==> src/rtl/eq2_mon_pkg.sv <==
// ---------------------------------------------------------------------------
// eq2_mon_pkg
// Shared types and constants for the eq2 match monitor.
//   mon_state_t : lock FSM state encoding
//   EVT_LOCK    : evt_code value for a lock-gained event
//   EVT_LOSS    : evt_code value for a lock-lost event
// Optional feature macro: EQ2_MON_HYST_EN (adds the LOCKED_WARN state).
// ---------------------------------------------------------------------------
package eq2_mon_pkg;

    typedef enum logic [1:0] {
        ST_HUNT        = 2'd0,
`ifdef EQ2_MON_HYST_EN
        ST_LOCKED      = 2'd1,
        ST_LOCKED_WARN = 2'd2
`else
        ST_LOCKED      = 2'd1
`endif
    } mon_state_t;

    localparam logic EVT_LOCK = 1'b1;
    localparam logic EVT_LOSS = 1'b0;

endpackage : eq2_mon_pkg

==> src/rtl/eq2.sv <==
// ---------------------------------------------------------------------------
// eq2
// 2-bit equality comparator.
//   a    : first operand (2 bits)
//   b    : second operand (2 bits)
//   aeqb : 1 when a == b on both bits
// ---------------------------------------------------------------------------
module eq2 (
    input  logic [1:0] a,
    input  logic [1:0] b,
    output logic       aeqb
);

    assign aeqb = (a == b);

endmodule : eq2

==> src/rtl/eq2_match_monitor.sv <==
// ---------------------------------------------------------------------------
// eq2_match_monitor
// Counts matching / mismatching 2-bit sample pairs, tracks the current run of
// consecutive matches and declares lock once the run reaches RUN_LEN. Every
// lock change raises an event that must be acknowledged before more samples
// are accepted.
//
// Parameters
//   RUN_LEN : consecutive matches needed for lock (1..15)
//   CNT_W   : width of match_cnt / miss_cnt
// Ports
//   clk       : clock, rising edge
//   reset     : asynchronous active-low reset
//   a, b      : sample pair
//   in_valid  : sample present
//   in_ready  : monitor accepts a sample this cycle (registered)
//   clr       : synchronous clear of counters, run and FSM
//   match_cnt : accepted samples with a==b (saturating)
//   miss_cnt  : accepted samples with a!=b (saturating)
//   run_cnt   : current match run (saturates at RUN_LEN)
//   lock      : FSM is locked
//   evt_valid : lock-change event pending
//   evt_code  : 1 = lock gained, 0 = lock lost
//   evt_ready : consumer takes the event
// Optional feature macro: EQ2_MON_HYST_EN -- a single miss while locked only
// moves to LOCKED_WARN; a second consecutive miss drops lock.
//
// state          | meaning
// ---------------+---------------------------------------------------------
// ST_HUNT        | not locked, building a run of matches
// ST_LOCKED      | locked
// ST_LOCKED_WARN | locked, one miss seen (hysteresis build only)
// ---------------------------------------------------------------------------
module eq2_match_monitor
    import eq2_mon_pkg::*;
#(
    parameter int RUN_LEN = 4,
    parameter int CNT_W   = 16
) (
    input  logic             clk,
    input  logic             reset,
    input  logic [1:0]       a,
    input  logic [1:0]       b,
    input  logic             in_valid,
    output logic             in_ready,
    input  logic             clr,
    output logic [CNT_W-1:0] match_cnt,
    output logic [CNT_W-1:0] miss_cnt,
    output logic [3:0]       run_cnt,
    output logic             lock,
    output logic             evt_valid,
    output logic             evt_code,
    input  logic             evt_ready
);

    localparam logic [3:0] RUN_LEN_C = 4'(RUN_LEN);

    mon_state_t       state_q, state_d;
    logic [CNT_W-1:0] match_cnt_q, match_cnt_d;
    logic [CNT_W-1:0] miss_cnt_q, miss_cnt_d;
    logic [3:0]       run_cnt_q, run_cnt_d;
    logic             lock_q, lock_d;
    logic             evt_valid_q, evt_valid_d;
    logic             evt_code_q, evt_code_d;
    logic             in_ready_q;
    logic             aeqb;
    logic             accept;

    eq2 u_eq2 (
        .a    (a),
        .b    (b),
        .aeqb (aeqb)
    );

    // in_ready_q is low whenever an event is pending, so accept never
    // coincides with evt_valid_q.
    assign accept = in_valid & in_ready_q;

    always_comb begin
        state_d     = state_q;
        match_cnt_d = match_cnt_q;
        miss_cnt_d  = miss_cnt_q;
        run_cnt_d   = run_cnt_q;
        evt_valid_d = evt_valid_q & ~evt_ready;
        evt_code_d  = evt_code_q;

        if (clr) begin
            state_d     = ST_HUNT;
            match_cnt_d = '0;
            miss_cnt_d  = '0;
            run_cnt_d   = '0;
            evt_valid_d = 1'b0;
        end else if (accept) begin
            if (aeqb) begin
                if (match_cnt_q != {CNT_W{1'b1}}) begin
                    match_cnt_d = match_cnt_q + 1'b1;
                end
                if (run_cnt_q < RUN_LEN_C) begin
                    run_cnt_d = run_cnt_q + 4'd1;
                end
                case (state_q)
                    ST_HUNT: begin
                        if (run_cnt_d == RUN_LEN_C) begin
                            state_d     = ST_LOCKED;
                            evt_valid_d = 1'b1;
                            evt_code_d  = EVT_LOCK;
                        end
                    end
`ifdef EQ2_MON_HYST_EN
                    ST_LOCKED_WARN: state_d = ST_LOCKED;
`endif
                    default: ;
                endcase
            end else begin
                if (miss_cnt_q != {CNT_W{1'b1}}) begin
                    miss_cnt_d = miss_cnt_q + 1'b1;
                end
                run_cnt_d = '0;
                case (state_q)
                    ST_LOCKED: begin
`ifdef EQ2_MON_HYST_EN
                        state_d     = ST_LOCKED_WARN;
`else
                        state_d     = ST_HUNT;
                        evt_valid_d = 1'b1;
                        evt_code_d  = EVT_LOSS;
`endif
                    end
`ifdef EQ2_MON_HYST_EN
                    ST_LOCKED_WARN: begin
                        state_d     = ST_HUNT;
                        evt_valid_d = 1'b1;
                        evt_code_d  = EVT_LOSS;
                    end
`endif
                    default: ;
                endcase
            end
        end

        lock_d = (state_d != ST_HUNT);
    end

    always_ff @(posedge clk or negedge reset) begin
        if (!reset) begin
            state_q     <= ST_HUNT;
            match_cnt_q <= '0;
            miss_cnt_q  <= '0;
            run_cnt_q   <= '0;
            lock_q      <= 1'b0;
            evt_valid_q <= 1'b0;
            evt_code_q  <= 1'b0;
            in_ready_q  <= 1'b0;
        end else begin
            state_q     <= state_d;
            match_cnt_q <= match_cnt_d;
            miss_cnt_q  <= miss_cnt_d;
            run_cnt_q   <= run_cnt_d;
            lock_q      <= lock_d;
            evt_valid_q <= evt_valid_d;
            evt_code_q  <= evt_code_d;
            in_ready_q  <= ~evt_valid_d;
        end
    end

    assign in_ready  = in_ready_q;
    assign match_cnt = match_cnt_q;
    assign miss_cnt  = miss_cnt_q;
    assign run_cnt   = run_cnt_q;
    assign lock      = lock_q;
    assign evt_valid = evt_valid_q;
    assign evt_code  = evt_code_q;

endmodule : eq2_match_monitor

==> config.mk <==
export PLATFORM = sky130hd
export DESIGN_NAME = eq2_match_monitor
export DESIGN_NICKNAME = d
export VERILOG_FILES = /design/src/rtl/eq2_mon_pkg.sv /design/src/rtl/eq2.sv /design/src/rtl/eq2_match_monitor.sv
export SDC_FILE = /design/constraint.sdc
export NUM_CORES = 1
export LEC_CHECK = 0
export BUFFER_PORTS_ARGS = -buffer_cell sky130_fd_sc_hd__buf_2
export CAP_MARGIN = 25
export CORE_MARGIN = 2
export CORE_UTILIZATION = 54
export CTS_CLUSTER_SIZE = 10
export DETAILED_ROUTE_END_ITERATION = 6
export PLACE_DENSITY_LB_ADDON = 0.05
export SLEW_MARGIN = 10
export SYNTH_ARGS = -nofsm -noshare
export SYNTH_HDL_FRONTEND = slang
export SYNTH_SLANG_ARGS = --single-unit
==> constraint.sdc <==
create_clock -name clk -period 2.7 [get_ports clk]
set_clock_uncertainty 0.15 [all_clocks]
set_input_delay 0.54 -clock clk [delete_from_list [all_inputs] [get_ports clk]]
set_output_delay 0.54 -clock clk [all_outputs]
set_load 0.02 [all_outputs]
# Yosys cells after proc, flatten, opt, wreduce, memory -nomap -nowiden
# Index checks and enable logic that the tools add are counted.
word_totals:
  in_bits: 9
  reg_bits: 42
  wordCells: 66
classes:
  add_sub_neg: 3
  order_cmp: 1
  n_mux: 31
  n_eq_ne: 8
  reduce_logical: 10
  bitwise_logic: 5
ops:
  columns: ["cell", "count"]
  rows:
  - ["$mux 16", 8]
  - ["$add 16x1->16 const B", 2]
  - ["$ne 16x16->1 const B", 2]
  - ["$mux 4", 7]
  - ["$mux 2", 6]
  - ["$reduce_bool 2->1", 6]
  - ["$mux 1", 10]
  - ["$reduce_and 3->1", 2]
  - ["$reduce_and 5->1", 1]
  - ["$add 4x1->4 const B", 1]
  - ["$eq 4x3->1 const B", 1]
  - ["$lt 4x3->1 const B", 1]
  - ["$ne 2x1->1 const B", 2]
  - ["$not 1->1", 3]
  - ["$and 1x1->1", 2]
  - ["$eq 2x1->1 const B", 1]
  - ["$eq 2x2->1", 1]
  - ["$logic_not 2->1", 1]
  - ["$ne 2x2->1 const B", 1]

# Longest topological paths before layout
depth:
  ltp_word: 12
  mapped_depth: 7

# Modules after synthesis
# From an unflattened synthesis, not the netlist that was laid out.
unflattened:
  cells_unflattened: 260
  hier_area_um2: 2416.1
modules_own_cells:
  columns: ["mod", "area_each_um2", "n_inst", "cells_per_inst"]
  rows:
  - ["eq2_match_monitor", 2394.8, 1, 257]
  - ["eq2", 21.3, 1, 3]

# Worst setup path after synthesis
# No wires, ideal clock.
synth_timing:
  kind: "register to register"
  startpoint: "reg run_cnt_q[0], in the netlist run_cnt[0]"
  endpoint: "reg lock_q, in the netlist lock"
  t_required_ns: 2.486
  t_arrival_ns: 1.843
  path_buffers: 0
  path_stages_with_launch: 7
  path_slack_ns: 0.643
  path_cell_list: "dfrtp_1 > ha_1 > or4bb_1 > a21oi_2 > a21oi_1 > a211oi_2 > or2_1"
synth_between:
  elab_chain_cells: 12
synth_rtl:
  columns: ["item", "line", "rtl"]
  rows:
  - ["from (decl)", "eq2_match_monitor.sv:61", "logic [3:0] run_cnt_q, run_cnt_d;"]
  - ["from (signal assigned)", "eq2_match_monitor.sv:158", "run_cnt_q <= run_cnt_d;"]
  - ["$add 4x1->4 or $lt 4x3->1 (tied branches)", "eq2_match_monitor.sv:99, eq2_match_monitor.sv:98", null]
  - ["$mux 4 *", "eq2_match_monitor.sv:98", "if (run_cnt_q < RUN_LEN_C) begin"]
  - ["$mux 4 *", "eq2_match_monitor.sv:94", "if (aeqb) begin"]
  - ["$mux 4 *", "eq2_match_monitor.sv:93", "end else if (accept) begin"]
  - ["$mux 4 *", "eq2_match_monitor.sv:87", "if (clr) begin"]
  - ["$eq 4x3->1 *", "eq2_match_monitor.sv:103", "if (run_cnt_d == RUN_LEN_C) begin"]
  - ["$mux 2 *", "eq2_match_monitor.sv:103", null]
  - ["$mux 2 *", "eq2_match_monitor.sv:101", "case (state_q)"]
  - ["$mux 2 *", "eq2_match_monitor.sv:94", null]
  - ["$mux 2 *", "eq2_match_monitor.sv:93", null]
  - ["$mux 2 *", "eq2_match_monitor.sv:87", null]
  - ["via state_d[0]", "eq2_match_monitor.sv:58", "mon_state_t state_q, state_d;"]
  - ["$reduce_bool 2->1 *", "eq2_match_monitor.sv:141", "lock_d = (state_d != ST_HUNT);"]
  - ["via lock_d", "eq2_match_monitor.sv:62", "logic lock_q, lock_d;"]
  - ["to (signal assigned)", "eq2_match_monitor.sv:159", "lock_q <= lock_d;"]
  - ["to (decl)", "eq2_match_monitor.sv:62", null]
# The timed path passes the listed nets; every way through them passes the cells marked *. The select of a mux whose other input is x is not followed.
# A chain may end at the register's enable or synchronous reset.

# Worst setup path in the final report
# Same ends and word-level chain as after synthesis.

==> key figures <==
Clock network
  • H-tree depth: 2
  • Hold buffers post-CTS: 0
  • Clock root cell: clkbuf_8
  • Post-CTS setup buffer count: 0
  • CTS tree: done
  • Cts bufs inserted: 5
  • Clock Latency Late Sink: 0.29 ns
  • Clk sink count: 42
  • Clock transition at path regs: about 0.080 ns
  • CTS resizes: 0
  • Max Buffers Root-to-Sink: 2

Global routing
  • Initial antenna violation count: 0
  • Vias in the first global route: 1841
  • Total grt overflow: 0
  • Total track usage: 22.1%
  • First-pass GRT wire length: roughly 8.7 mm
  • Largest net degree at the start of global routing: 29

Synth
  • Primary FF master, synth: dfrtp_1
  • Number of synthesized flops with an enable pin: 0
  • Post-synth ARST share: between 90% and 100%
  • Seq/Total Area, Yosys: 45.3%
  • Avg Synthesized Cell Area: ~9.6 µm²
  • Number of distinct library cells after synthesis: 49
  • Syn_nets: 253
  • YS warnings: 0
  • Post-synthesis sequential element count: 42
  • Area of the mapped netlist: about 2300 µm²
  • Synthesized instance count: 241

Drt
  • Antenna Nets Post-Route: 0
  • Routed len/inst: 14.5 µm
  • Vias: 1952
  • DR iter-0 viols: 100
  • Drc violations: 0
  • Via density: 5.63
  • Routed WL: 5.03 mm
  • 1st-pass router iterations: 4

Timing
  • Tmin final: 2.13 ns
  • Sum Neg Setup Slack: 0 ns
  • Worst slew margin: 59.4%
  • Fmax: between 0.4 and 0.5 GHz
  • RSZ-0062 raised after global routing: false
  • Fin crit share: 78.7%
  • Slew Viols, Final: 0
  • # setup viols final: 0
  • Final Hold Viols: 0
  • Worst-Margin Slew: 0.610 ns

Setup path
  • CP Launch Type: flip-flop
  • Worst Setup EP: lock$_DFF_PN0_
  • Flop-to-flop setup slack: roughly 0.57 ns
  • Worst R2R Start: run_cnt[0]$_DFFE_PN0P_
  • Critical path buffer and inverter count: 0
  • Worst reg-to-reg path cell count: 6
  • Critical Path End Type: flip-flop
  • Crit path from: run_cnt[0]$_DFFE_PN0P_
  • CP cell instances: ha_1 -> or4bb_1 -> a21oi_2 -> a21oi_1 -> a211oi_2 -> or2_1
  • CP required: ~2.8 ns
  • Critical path class: reg2reg
  • CP peak stage delay: 0.49 ns
  • Critical path's top delay family: simple AND/OR/NAND/NOR gates
  • Worst R2R End: lock$_DFF_PN0_
  • Arrival time worst endpoint: 2.21 ns
  • Crit path depth: 6
  • Critical Path Slowest Stage Cell: or4bb_1
  • Worst-path maximum fanout: 5

Die
  • Die Span X: 69.5 µm
  • Ports: 49
  • FP Rows: 23
  • Overall die height: 69.5 µm
  • Initial core utilization: 57.2%
  • CORE AREA: about 4100 µm²
  • Die area: between 4000 and 5000 µm²

Layout
  • Most frequent cells in the layout: 48 x buf_2, 42 x dfrtp_1, 38 x nor2_1
  • Most common cell after layout, fill and taps aside: buf_2
  • Fill cell count: 331
  • Finished Layout Cells: 347
  • P&R area growth vs syn: 18.5%
  • Layout cells sized above 1: 25.6%
  • NumNets Final: slightly above 300
  • # diodes: 0

Outcome
  • Status: finished clean

Place
  • Placed Cells: ~340
  • Final HPWL DP: 3.75 mm
  • GPL Wtd Cong: ~0.83
  • Port Buffers: 48

Flow run
  • Max Cap Viol: 0

Power and ir drop
  • Pleak: 1.26 nW
  • IR drop worst, VDD: between 0.3 and 0.4 mV
  • Pwr Density: approximately 450 nW/µm²

Hold path
  • Worst min-delay path class: in2async
## cell type report
| cell class | instances | area [µm²] | area share [%] |
|---|---|---|---|
| Clock buffer | 5 | 68.8 | 2.50 |
| Sequential cell | 42 | 1050 | 38.2 |
| Multi-Input combinational cell | 190 | 1230 | 44.9 |
| Clock inverter | 3 | 40.0 | 1.46 |
| Timing Repair Buffer | 53 | 278 | 10.1 |
| Tap cell | 50 | 62.6 | 2.28 |
| Inverter | 4 | 15.0 | 0.546 |
## state kept, by name, indices dropped and copies added, names as in the netlist
register,flops
run_cnt,4
match_cnt,16
state_q,2
in_ready,1
lock,1
evt_valid,1
miss_cnt,16
evt_code,1
## cells by family (layout without fill, tap and decap cells)
logic type	count (synthesis)	in the layout	share of synthesized area [%]
xor gates and xnor gates	28	28	11.2
muxes	4	4	1.83
adders and majority gates	3	3	1.62
buffers and inverters	9	65	1.51
AOI/OAI and AO/OA	33	33	9.82
DFF	42	42	45.3
and+or+nand+nor	122	122	28.7
## worst register-to-register path, cell delays in order (launching register included)
cell and delay [ns]:
dfrtp_1 0.44, ha_1 0.32, or4bb_1 0.49, a21oi_2 0.20, a21oi_1 0.10, a211oi_2 0.23
or2_1 0.14
## per-stage QoR
step           setup WS, ns  instance area [µm²]  total power [W]  util, %  hold WS, ns
5_1_grt               0.358                 2750          0.00128     67.7        0.143
6_report              0.574                 2750          0.00123     67.7       0.0953
3_5_place_dp          0.531                 2640         0.000756     65.1        0.338
3_3_place_gp          0.592                 2640         0.000753     65.1        0.339
2_1_floorplan         0.643                 2320         0.000710        -       0.0944
4_1_cts               0.585                 2750          0.00124     67.7        0.115
## worst min-delay path by stage
stage | endpoint | slack (ns)
global route | miss_cnt[13]$_DFFE_PN0P_ | 0.14
detailed placement | evt_code$_DFFE_PN0P_ | 0.34
finish | match_cnt[2]$_DFFE_PN0P_ | 0.1
CTS | match_cnt[2]$_DFFE_PN0P_ | 0.11
floorplan | evt_code$_DFFE_PN0P_ | 0.09
global placement | evt_code$_DFFE_PN0P_ | 0.34
## report_power, final
group | switching, W | internal (W) | leakage, nW | total, W
Clock | 0.000214 | 0.000272 | 0.0579 | 0.000486
Combinational | 0.0000684 | 0.0000312 | 0.623 | 0.0000996
Sequential | 0.00000688 | 0.000634 | 0.575 | 0.000641
Total | 0.000289 | 0.000938 | 1.26 | 0.00123
## layer usage
layer | up-vias | global-route usage [%] | part of all wire, %
met5 | - | 0 | 0
met4 | 0 | 6.10 | 1.1
met3 | 7 | 4.22 | 3.6
met2 | 38 | 34.5 | 47
met1 | 934 | 31.5 | 49
li1 | 973 | - | -
## cells in the mapped netlist, types with 2 or more instances
| cell type | n | area share [%] |
|---|---|---|
| or3_1 | 2 | 0.54 |
| xnor2_1 | 20 | 7.6 |
| nand3_1 | 14 | 3.0 |
| nor2_1 | 38 | 6.1 |
| a21oi_1 | 8 | 1.7 |
| mux2i_1 | 2 | 0.86 |
| nand4_1 | 11 | 3.0 |
| and3_1 | 4 | 1.1 |
| a211oi_1 | 5 | 1.6 |
| and2_1 | 3 | 0.81 |
| nor2b_1 | 4 | 1.1 |
| clkbuf_1 | 4 | 0.65 |
| xor2_1 | 6 | 2.3 |
| nor4_1 | 6 | 1.6 |
| a21oi_2 | 2 | 0.76 |
| dfrtp_1 | 42 | 45 |
| nor3b_1 | 2 | 0.65 |
| a21o_1 | 2 | 0.65 |
| mux2_2 | 2 | 0.97 |
| inv_1 | 4 | 0.65 |
| nand2_1 | 18 | 2.9 |
| o21ai_0 | 5 | 1.1 |
| nor3_1 | 5 | 1.1 |
| ha_1 | 3 | 1.6 |
| and4_1 | 3 | 1.1 |
| o211ai_1 | 2 | 0.65 |
| xor2_2 | 2 | 1.4 |
Power figures use the tool's default switching activity.
